===== config.mk =====
export PLATFORM = sky130hd
export DESIGN_NAME = fpu_muladd_arbiter_flat
export DESIGN_NICKNAME = d
export VERILOG_FILES = /design/src/rtl/fpu_muladd_arbiter_pkg.sv /design/src/rtl/fpu_muladd_arbiter_if.sv /design/src/rtl/fpu_muladd_arbiter_rr_picker.sv /design/src/rtl/fpu_muladd_arbiter.sv /design/src/flat_wrapper.sv
export SDC_FILE = /design/constraint.sdc
export NUM_CORES = 1
export LEC_CHECK = 0
export ABC_AREA = 1
export CAP_MARGIN = 20
export CORE_AREA = 2 2 141 143
export CTS_CLUSTER_SIZE = 10
export DETAILED_ROUTE_END_ITERATION = 8
export DIE_AREA = 0 0 143 145
export PLACE_DENSITY = 0.85
export SLEW_MARGIN = 10
export SYNTH_ARGS = -nofsm -noshare
export SYNTH_HDL_FRONTEND = slang
export SYNTH_HIERARCHICAL = 1
export SYNTH_SLANG_ARGS = --single-unit

===== constraint.sdc =====
create_clock -name i_clock -period 2.35 [get_ports i_clock]
set_clock_uncertainty 0.1 [all_clocks]
set_input_delay 0.47 -clock i_clock [delete_from_list [all_inputs] [get_ports i_clock]]
set_output_delay 0.47 -clock i_clock [all_outputs]
set_load 0.02 [all_outputs]

===== src/rtl/fpu_muladd_arbiter_pkg.sv =====
// Shared types and constants for the fused multiply-add arbiter.
package fpu_arb_pkg;

  typedef enum logic [1:0] {
    IDLE    = 2'd0,
    ISSUE   = 2'd1,
    RESPOND = 2'd2,
    DRAIN   = 2'd3
  } state_t;

  localparam int NREQ_MAX = 8;

  // Grant index width; a single requester still needs one bit.
  function automatic int idx_width(input int n);
    return (n > 1) ? $clog2(n) : 1;
  endfunction

endpackage


===== src/rtl/fpu_muladd_arbiter_if.sv =====
// Requester-side and unit-side signals of the multiply-add arbiter.
interface fpu_muladd_arbiter_if #(
  parameter int NREQ = 2
);
  logic [NREQ-1:0]    i_request;
  logic [NREQ*32-1:0] i_op1;
  logic [NREQ*32-1:0] i_op2;
  logic [NREQ*32-1:0] i_op3;
  logic [NREQ-1:0]    o_ready;
  logic [31:0]        o_result;
  logic               o_fpu_request;
  logic [31:0]        o_fpu_op1;
  logic [31:0]        o_fpu_op2;
  logic [31:0]        o_fpu_op3;
  logic               i_fpu_ready;
  logic [31:0]        i_fpu_result;

  modport slave (
    input  i_request, i_op1, i_op2, i_op3, i_fpu_ready, i_fpu_result,
    output o_ready, o_result, o_fpu_request, o_fpu_op1, o_fpu_op2, o_fpu_op3
  );

  modport master (
    output i_request, i_op1, i_op2, i_op3, i_fpu_ready, i_fpu_result,
    input  o_ready, o_result, o_fpu_request, o_fpu_op1, o_fpu_op2, o_fpu_op3
  );
endinterface


===== src/rtl/fpu_muladd_arbiter_rr_picker.sv =====
// Round-robin picker: first set request at or after the pointer, wrapping.
module fpu_rr_picker #(
  parameter int NREQ = 2,
  parameter int IW   = 1
) (
  input  logic [NREQ-1:0] i_request,
  input  logic [IW-1:0]   i_ptr,
  output logic            o_valid,
  output logic [IW-1:0]   o_index
);
  logic [NREQ-1:0] rotated;
  logic [IW-1:0]   offset;
  logic [IW:0]     sum;

  // Rotate so the pointer sits at bit 0, then take the lowest set bit.
  always_comb begin
    rotated = NREQ'({i_request, i_request} >> i_ptr);
    offset  = '0;
    for (int i = NREQ - 1; i >= 0; i--) begin
      if (rotated[i]) offset = IW'(i);
    end
    sum = {1'b0, i_ptr} + {1'b0, offset};
    if (sum >= (IW+1)'(NREQ)) sum = sum - (IW+1)'(NREQ);
    o_index = sum[IW-1:0];
  end

  assign o_valid = |i_request;
endmodule


===== src/rtl/fpu_muladd_arbiter.sv =====
// Shares one multi-cycle fused multiply-add unit between NREQ requesters
// using round-robin grants and the unit's level request/ready handshake.
module fpu_muladd_arbiter
  import fpu_arb_pkg::*;
#(
  parameter int NREQ = 2
) (
  input  logic                  i_clock,
  input  logic                  i_reset,
  fpu_muladd_arbiter_if.slave   bus
);
  localparam int IW = idx_width(NREQ);

  state_t          state, state_n;
  logic [IW-1:0]   grant, grant_n;
  logic [IW-1:0]   rr_ptr, rr_ptr_n;
  logic [NREQ-1:0] ready, ready_n;
  logic [31:0]     result, result_n;
  logic            fpu_req, fpu_req_n;
  logic [31:0]     op1, op1_n, op2, op2_n, op3, op3_n;
  logic            pick_vld;
  logic [IW-1:0]   pick_idx;
  logic [IW-1:0]   next_ptr;

  fpu_rr_picker #(.NREQ(NREQ), .IW(IW)) u_picker (
    .i_request (bus.i_request),
    .i_ptr     (rr_ptr),
    .o_valid   (pick_vld),
    .o_index   (pick_idx)
  );

  assign next_ptr = (grant == IW'(NREQ - 1)) ? '0 : grant + 1'b1;

  always_ff @(posedge i_clock) begin
    if (i_reset) begin
      state   <= IDLE;
      grant   <= '0;
      rr_ptr  <= '0;
      ready   <= '0;
      result  <= '0;
      fpu_req <= 1'b0;
      op1     <= '0;
      op2     <= '0;
      op3     <= '0;
    end else begin
      state   <= state_n;
      grant   <= grant_n;
      rr_ptr  <= rr_ptr_n;
      ready   <= ready_n;
      result  <= result_n;
      fpu_req <= fpu_req_n;
      op1     <= op1_n;
      op2     <= op2_n;
      op3     <= op3_n;
    end
  end

  always_comb begin
    state_n   = state;
    grant_n   = grant;
    rr_ptr_n  = rr_ptr;
    ready_n   = ready;
    result_n  = result;
    fpu_req_n = fpu_req;
    op1_n     = op1;
    op2_n     = op2;
    op3_n     = op3;
    case (state)
      IDLE: begin
        if (pick_vld) begin
          grant_n   = pick_idx;
          op1_n     = bus.i_op1[32*pick_idx +: 32];
          op2_n     = bus.i_op2[32*pick_idx +: 32];
          op3_n     = bus.i_op3[32*pick_idx +: 32];
          fpu_req_n = 1'b1;
          state_n   = ISSUE;
        end
      end
      ISSUE: begin
        if (bus.i_fpu_ready) begin
          result_n = bus.i_fpu_result;
          if (bus.i_request[grant]) begin
            ready_n        = '0;
            ready_n[grant] = 1'b1;
            state_n        = RESPOND;
          end else begin
            // Requester gave up: the unit cannot abort, so finish and discard.
            fpu_req_n = 1'b0;
            rr_ptr_n  = next_ptr;
            state_n   = DRAIN;
          end
        end
      end
      RESPOND: begin
        if (!bus.i_request[grant]) begin
          ready_n   = '0;
          fpu_req_n = 1'b0;
          rr_ptr_n  = next_ptr;
          state_n   = DRAIN;
        end
      end
      DRAIN: begin
        // Unit must be back in its idle state before the next issue.
        if (!bus.i_fpu_ready) state_n = IDLE;
      end
      default: state_n = IDLE;
    endcase
  end

  assign bus.o_ready       = ready;
  assign bus.o_result      = result;
  assign bus.o_fpu_request = fpu_req;
  assign bus.o_fpu_op1     = op1;
  assign bus.o_fpu_op2     = op2;
  assign bus.o_fpu_op3     = op3;
endmodule


===== src/flat_wrapper.sv =====
// flat-port wrapper written by rule: the top's interface ports become plain ports
module fpu_muladd_arbiter_flat import fpu_arb_pkg::*;
#(
  parameter int NREQ = 2
)
  (i_clock, i_reset, bus_i_request, bus_i_op1, bus_i_op2, bus_i_op3, bus_i_fpu_ready, bus_i_fpu_result, bus_o_ready, bus_o_result, bus_o_fpu_request, bus_o_fpu_op1, bus_o_fpu_op2, bus_o_fpu_op3);
  fpu_muladd_arbiter_if #(.NREQ(NREQ)) bus_i ();
  input  logic i_clock;
  input  logic i_reset;
  input wire logic [$bits(bus_i.i_request)-1:0] bus_i_request;
  input wire logic [$bits(bus_i.i_op1)-1:0] bus_i_op1;
  input wire logic [$bits(bus_i.i_op2)-1:0] bus_i_op2;
  input wire logic [$bits(bus_i.i_op3)-1:0] bus_i_op3;
  input wire logic [$bits(bus_i.i_fpu_ready)-1:0] bus_i_fpu_ready;
  input wire logic [$bits(bus_i.i_fpu_result)-1:0] bus_i_fpu_result;
  output wire logic [$bits(bus_i.o_ready)-1:0] bus_o_ready;
  output wire logic [$bits(bus_i.o_result)-1:0] bus_o_result;
  output wire logic [$bits(bus_i.o_fpu_request)-1:0] bus_o_fpu_request;
  output wire logic [$bits(bus_i.o_fpu_op1)-1:0] bus_o_fpu_op1;
  output wire logic [$bits(bus_i.o_fpu_op2)-1:0] bus_o_fpu_op2;
  output wire logic [$bits(bus_i.o_fpu_op3)-1:0] bus_o_fpu_op3;
  assign bus_i.i_request = bus_i_request;
  assign bus_i.i_op1 = bus_i_op1;
  assign bus_i.i_op2 = bus_i_op2;
  assign bus_i.i_op3 = bus_i_op3;
  assign bus_i.i_fpu_ready = bus_i_fpu_ready;
  assign bus_i.i_fpu_result = bus_i_fpu_result;
  assign bus_o_ready = bus_i.o_ready;
  assign bus_o_result = bus_i.o_result;
  assign bus_o_fpu_request = bus_i.o_fpu_request;
  assign bus_o_fpu_op1 = bus_i.o_fpu_op1;
  assign bus_o_fpu_op2 = bus_i.o_fpu_op2;
  assign bus_o_fpu_op3 = bus_i.o_fpu_op3;
  fpu_muladd_arbiter #(.NREQ(NREQ)) u_core (.i_clock(i_clock), .i_reset(i_reset), .bus(bus_i));
endmodule

==> results of run 1 <==
==> stage by stage <==
step | total power [mW] | util | cells | hold slack, ns | instance area (um2)
4_1_cts | 13.8 | 0.621 | 1467 | 0.362 | 11900
3_3_place_gp | 10.7 | 0.588 | 1435 | 0.349 | 11300
3_5_place_dp | 10.8 | 0.588 | 1435 | 0.353 | 11300
5_1_grt | 14.4 | 0.621 | 1467 | 0.402 | 11900
2_1_floorplan | 8.51 | - | 838 | 0.347 | 7570
6_report | 13.6 | 0.621 | 1467 | 0.361 | 11900
==> state kept, by name, summed over array words and instances (netlist names) <==
name and cells:
u_core/bus.o_fpu_op1 32, u_core/bus.o_fpu_op2 32, u_core/bus.o_fpu_op3 32, u_core/bus.o_result 32, u_core/bus.o_ready 2, u_core/state 2, u_core/bus.o_fpu_request 1, u_core/grant 1
u_core/rr_ptr 1
==> cells by family after synthesis <==
family                   synth area share
buffers and inverters               0.140
adder cells (fa/ha/maj)           0.00991
flip-flops                          0.357
AND/OR/NAND/NOR                     0.306
AO/OA/AOI/OAI                       0.187
==> worst reg2reg max path: cells and delay by family (launching register included) <==
kind / cells / cell delay, ns
buffers and inverters: 4 / 0.68
AO/OA/AOI/OAI: 1 / 0.09
AND/OR/NAND/NOR: 2 / 0.23
flip-flops: 1 / 0.37
adder cells (fa/ha/maj): 1 / 0.22
==> power groups by stage <==
stage / Sequential [mW] / Combinational (mW) / Clock [mW]
3_3_place_gp: 3.65 / 7.01 / 0
3_5_place_dp: 3.69 / 7.16 / 0
4_1_cts: 3.65 / 7.21 / 2.90
5_1_grt: 3.73 / 7.69 / 3.01
2_1_floorplan: 4.59 / 3.92 / 0
6_report: 3.64 / 7.16 / 2.85
==> cell usage after synthesis (all sizes together) <==
cell    count
o21ai      34
nor2       73
nand2     208
ha          6
dfxtp     135
o211ai     96
or2         1
nand3     102
inv       108
clkbuf      6
buf        56
o21bai      2
nand4       3
a21oi       8
==> layer usage <==
layer,vias up,track usage
li1,3428,-
met1,3201,0.229
met2,229,0.388
met3,28,0.0574
met4,0,0.0629
met5,-,0
==> cell type report <==
| type | count | area, um2 | area share |
|---|---|---|---|
| clock buffer | 18 | 439 | 0.0368 |
| clock inverter | 14 | 185 | 0.0155 |
| inverter | 108 | 425 | 0.0357 |
| multi-input combinational | 533 | 3820 | 0.320 |
| sequential | 135 | 2700 | 0.227 |
| tap | 265 | 332 | 0.0278 |
| timing repair buffer | 394 | 4020 | 0.337 |
==> how the worst min path moves through the flow <==
stage,from,end,cells after the start
2_1_floorplan,u_core/rr_ptr,u_core/rr_ptr,2
3_3_place_gp,u_core/bus.o_ready[1],u_core/bus.o_ready[1],2
3_5_place_dp,u_core/bus.o_ready[1],u_core/bus.o_ready[1],2
4_1_cts,u_core/bus.o_ready[1],u_core/bus.o_ready[1],2
5_1_grt,u_core/bus.o_ready[1],u_core/bus.o_ready[1],2
6_report,u_core/bus.o_ready[1],u_core/bus.o_ready[1],2
==> key figures, run 1 <==
Status
  – Outcome: complete, no violations

Finish
  – Share of post-route cells with drive strength above 1: 0.332
  – Most frequent cells in the layout: clkdlybuf4s50_1 (359), nand2_1 (166), dfxtp_1 (135), inv_2 (98)
  – Total of fill cells in the finished design: 1589
  – Antenna diodes: 0
  – Final #Nets: 1424
  – Layout-stage area growth over the synthesis result: 57.4%
  – Most frequent standard cell in the layout excluding fill and tap cells: clkdlybuf4s50_1

Clock tree
  – Cell at the root of the clock tree: clkbuf_16
  – Number of buffers inserted by post-CTS setup repair: 0
  – Post-CTS Resized: 0
  – Latest clock arrival within the worst-skew pair: 0.41 ns
  – Number of sinks driven by the clock tree: 135
  – Number of CTS-inserted buffers: 17
  – Number of H-tree levels: 4
  – Buffers from clock root to sink, at most: 2
  – Clock transition at the registers of the reported paths: 0.06 ns
  – Hold buffer count at CTS: 0
  – Clock tree from TritonCTS: yes

Floorplanning
  – FP Rows: 51
  – Initial Util: 0.394
  – Number of top-level design ports: 360
  – Die area: 20700 um2
  – Chip Height: 145 um
  – Core area: 19200 um2
  – Die extent in x: 143 um

Routing
  – Number of optimization iterations in the first detailed-route pass: 4
  – DRC violation count after routing: 0
  – Routed length on met2: 11.5 mm
  – Routed wire length: 22.1 mm
  – Vias per cell: 4.69
  – Met1 layer wirelength in the final routing: 8.73 mm
  – Initial DRC Count: 230
  – Met3 layer wire length in the routed design: 1.50 mm
  – Top layer used by detailed routing: met4
  – Routed len/inst: 15.1 um
  – Number of antenna-violating nets in the routed design: 0
  – Routed via count: 6886

Synthesis
  – Post-synth net total: 1073
  – Synth warnings: 6
  – Fraction of the yosys area taken by sequential cells: 0.357
  – Top area cells in the synthesized netlist: dfxtp_1 (36%), o211ai_2 (16%), nand3_2 (12%)
  – Top cell type by total area after synthesis: dfxtp_1
  – Synth unique cells: 26
  – Post-synth top area share: 0.357
  – Count of state elements after synthesis: 135
  – Cells after Synth: 838
  – Synthesized area divided by synthesized cell count: 9.04 um2
  – Synth Cell Area: 7570 um2

Global route
  – Number of antenna violations at the first check in global routing: 0
  – First-pass GRT wire length: 34.9 mm
  – Overall track demand over capacity in global routing: 0.210
  – Vias in the first global route: 6960
  – Total congestion overflow after global routing: 0
  – Pin count of the biggest net entering global routing: 60

Power
  – Static Leak: 5.13 nW
  – Sw frac: 0.414
  – Gate power share: 0.525
  – Max VDD drop: 0.000640 V
  – Power density relative to cell area: 1140 nW/um2
  – Internal power: 8.00 mW
  – Net load switching power: 5.65 mW
  – Part of the power in the clock network: 0.209
  – Part of the power in registers: 0.267

Setup path
  – Category of the critical setup timing path: flip-flop to output pin
  – Crit. Startpoint: u_core/bus.o_fpu_op1[26]
  – Library cell contributing the largest single delay on the critical path: clkdlybuf4s50_1
  – Critical path arrival: 1.44 ns
  – Worst path cell trace: clkdlybuf4s50_1
  – Startpoint kind of the worst setup timing path: flip-flop
  – Setup crit end kind: output pin
  – Top delay family on crit path: buffers and inverters
  – Largest driver fanout on the critical path: 2
  – Capture point of the critical path: bus_o_fpu_op1[26]
  – Worst reg2reg path endpoint: u_core/bus.o_fpu_op1[6]
  – Combined buffer and inverter count along the critical path: 1
  – Delay contributed by the slowest stage of the critical path: 0.67 ns
  – Launch instance of the worst register-to-register path: u_core/state[0]
  – Total stage count of the critical path: 1
  – R2R setup slack: 0.54 ns
  – Required time worst endpoint: 1.78 ns
  – Worst-case reg-to-reg path depth: 8

Job
  – Max-Cap Viols: 0

Timing
  – RSZ-0062 raised after global routing: false
  – Final setup vio count: 0
  – Maximum frequency from static timing analysis: 498 MHz
  – Total count of hold-check failures in the final report: 0
  – Worst-margin pin slew: 0.340 ns
  – Total negative setup slack: 0 ns
  – Fin crit share: 0.854
  – Post-route minimum period: 2.01 ns
  – Relative slew slack: 0.773
  – Worst-case setup margin in the final layout: 0.343 ns
  – Fin. max-slew vios: 0

Place
  – Detailed placement HPWL: 16.8 mm
  – IO Port Bufs: 359
  – Global placement routability congestion: 0.884
  – Worst slack at placement: 0.0772 ns

Min path
  – Classification of the worst-slack hold path: flip-flop to flip-flop
Note: power is estimated with default switching activity, not from simulation.
==> inputs of run 2 (changes only) <==
--- a/config.mk
+++ b/config.mk
@@ -11,6 +11,7 @@
 export CTS_CLUSTER_SIZE = 10
 export DETAILED_ROUTE_END_ITERATION = 8
 export DIE_AREA = 0 0 143 145
+export GPL_TIMING_DRIVEN = 0
 export PLACE_DENSITY = 0.85
 export SLEW_MARGIN = 10
 export SYNTH_ARGS = -nofsm -noshare
==> run 2 against run 1 <==
  * Final cell count rose by 1.8%
  * Hold slack improved by 0.0087 ns
  * Clock-buffer cell count decreased by 1
  * Via count is 1.1% higher
  * Cell area up 1.6%
  * Die area stayed put
  * Worst setup slack about the same
  * Critical path type unchanged
  * Critical endpoint is now bus_o_fpu_op1[31]
  * Highest routed layer unchanged
==> key figures, run 2 (synthesis results as in run 1) <==
Clock tree
  – Buffers from clock root to sink, at most: 2
  – Clock transition at the registers of the reported paths: 0.06 ns
  – Clock tree from TritonCTS: yes
  – Hold buffer count at CTS: 0
  – Number of sinks driven by the clock tree: 135
  – Latest clock arrival within the worst-skew pair: 0.42 ns
  – Number of CTS-inserted buffers: 17
  – Number of H-tree levels: 4
  – Post-CTS Resized: 0
  – Cell at the root of the clock tree: clkbuf_16
  – Number of buffers inserted by post-CTS setup repair: 0

Floorplanning
  – Die extent in x: 143 um
  – Initial Util: 0.394
  – Core area: 19200 um2
  – Chip Height: 145 um
  – Die area: 20700 um2
  – Number of top-level design ports: 360
  – FP Rows: 51

Place
  – Worst slack at placement: 0.0722 ns
  – IO Port Bufs: 359
  – Global placement routability congestion: 0.860
  – Count of placed standard cells including taps: 1462
  – Detailed placement HPWL: 18.2 mm

Setup path
  – Critical path arrival: 1.44 ns
  – Largest driver fanout on the critical path: 2
  – Library cell contributing the largest single delay on the critical path: clkdlybuf4s50_1
  – Delay contributed by the slowest stage of the critical path: 0.66 ns
  – Launch instance of the worst register-to-register path: u_core/state[0]
  – R2R setup slack: 0.57 ns
  – Setup crit end kind: output pin
  – Crit. Startpoint: u_core/bus.o_fpu_op1[31]
  – Category of the critical setup timing path: flip-flop to output pin
  – Total stage count of the critical path: 1
  – Worst path cell trace: clkdlybuf4s50_1
  – Combined buffer and inverter count along the critical path: 1
  – Capture point of the critical path: bus_o_fpu_op1[31]
  – Worst-case reg-to-reg path depth: 8
  – Startpoint kind of the worst setup timing path: flip-flop
  – Worst reg2reg path endpoint: u_core/bus.o_fpu_op3[17]
  – Top delay family on crit path: buffers and inverters
  – Required time worst endpoint: 1.78 ns

Timing
  – Total negative setup slack: 0 ns
  – Fin crit share: 0.854
  – Worst-case setup margin in the final layout: 0.343 ns
  – Worst-margin pin slew: 0.414 ns
  – Post-route minimum period: 2.01 ns
  – Maximum frequency from static timing analysis: 498 MHz
  – Fin. max-slew vios: 0
  – Final setup vio count: 0
  – Relative slew slack: 0.724
  – Total count of hold-check failures in the final report: 0
  – RSZ-0062 raised after global routing: false

Global route
  – Vias in the first global route: 6897
  – Number of antenna violations at the first check in global routing: 0
  – Pin count of the biggest net entering global routing: 17
  – Overall track demand over capacity in global routing: 0.221
  – Total congestion overflow after global routing: 0
  – First-pass GRT wire length: 36.1 mm

Finish
  – Most frequent cells in the layout: clkdlybuf4s50_1 (359), nand2_1 (166), dfxtp_1 (135), inv_2 (99)
  – Antenna diodes: 0
  – Share of post-route cells with drive strength above 1: 0.343
  – Most frequent standard cell in the layout excluding fill and tap cells: clkdlybuf4s50_1
  – Number of standard cells in the final layout excluding fillers: 1494
  – Final #Nets: 1451
  – Layout-stage area growth over the synthesis result: 60.0%

Power
  – Power density relative to cell area: 1160 nW/um2
  – Max VDD drop: 0.000542 V
  – Static Leak: 5.26 nW

Routing
  – Vias per cell: 4.66
  – Initial DRC Count: 247
  – Number of optimization iterations in the first detailed-route pass: 5
  – Routed len/inst: 15.7 um
  – DRC violation count after routing: 0
  – Number of antenna-violating nets in the routed design: 0
  – Routed via count: 6960
  – Routed wire length: 23.4 mm

Status
  – Outcome: complete, no violations

Job
  – Max-Cap Viols: 0

Min path
  – Classification of the worst-slack hold path: flip-flop to flip-flop
## run 2: worst min path at each step
stage | endpoint | slack [ns] | depth (start not counted) | start
detailed placement | u_core/bus.o_ready[1] | 0.35 | 2 | u_core/bus.o_ready[1]
global placement | u_core/bus.o_ready[0] | 0.35 | 2 | u_core/bus.o_ready[0]
finish | u_core/bus.o_ready[0] | 0.37 | 2 | u_core/bus.o_ready[0]
global route | u_core/bus.o_ready[0] | 0.38 | 2 | u_core/bus.o_ready[0]
CTS | u_core/bus.o_ready[1] | 0.37 | 2 | u_core/bus.o_ready[1]
floorplan | u_core/rr_ptr | 0.35 | 2 | u_core/rr_ptr
## run 2: final cells by class
class	count	area, um2
flip-flops and latches	135	2700
inverters	108	415
plain buffers	62	648
repair buffers	359	3590
multi-input cells	533	3810
fillers	1580	7090
well taps	265	332
clock buffers	17	425
clock inverters	15	194
## run 2: per-stage QoR
stage / total power [mW] / cell area, um2 / hold slack (ns) / utilization
after floorplan: 8.51 / 7570 / 0.347 / -
after global placement: 11.2 / 11500 / 0.353 / 0.599
after detailed placement: 11.4 / 11500 / 0.355 / 0.599
after CTS: 14.2 / 12100 / 0.369 / 0.631
after global routing: 14.9 / 12100 / 0.380 / 0.631
final: 14.1 / 12100 / 0.370 / 0.631
## run 2: power breakdown
group          switching, mW  internal, mW
registers              0.520          3.11
logic                   4.17          3.47
clock network           1.12          1.70
## run 2: metal layers
layer	share of wire	global-route usage	vias to the layer above
met1	0.40	0.254	3192
li1	-	-	3478
met2	0.51	0.388	246
met3	0.068	0.0624	44
met5	0	0	-
met4	0.027	0.0822	0
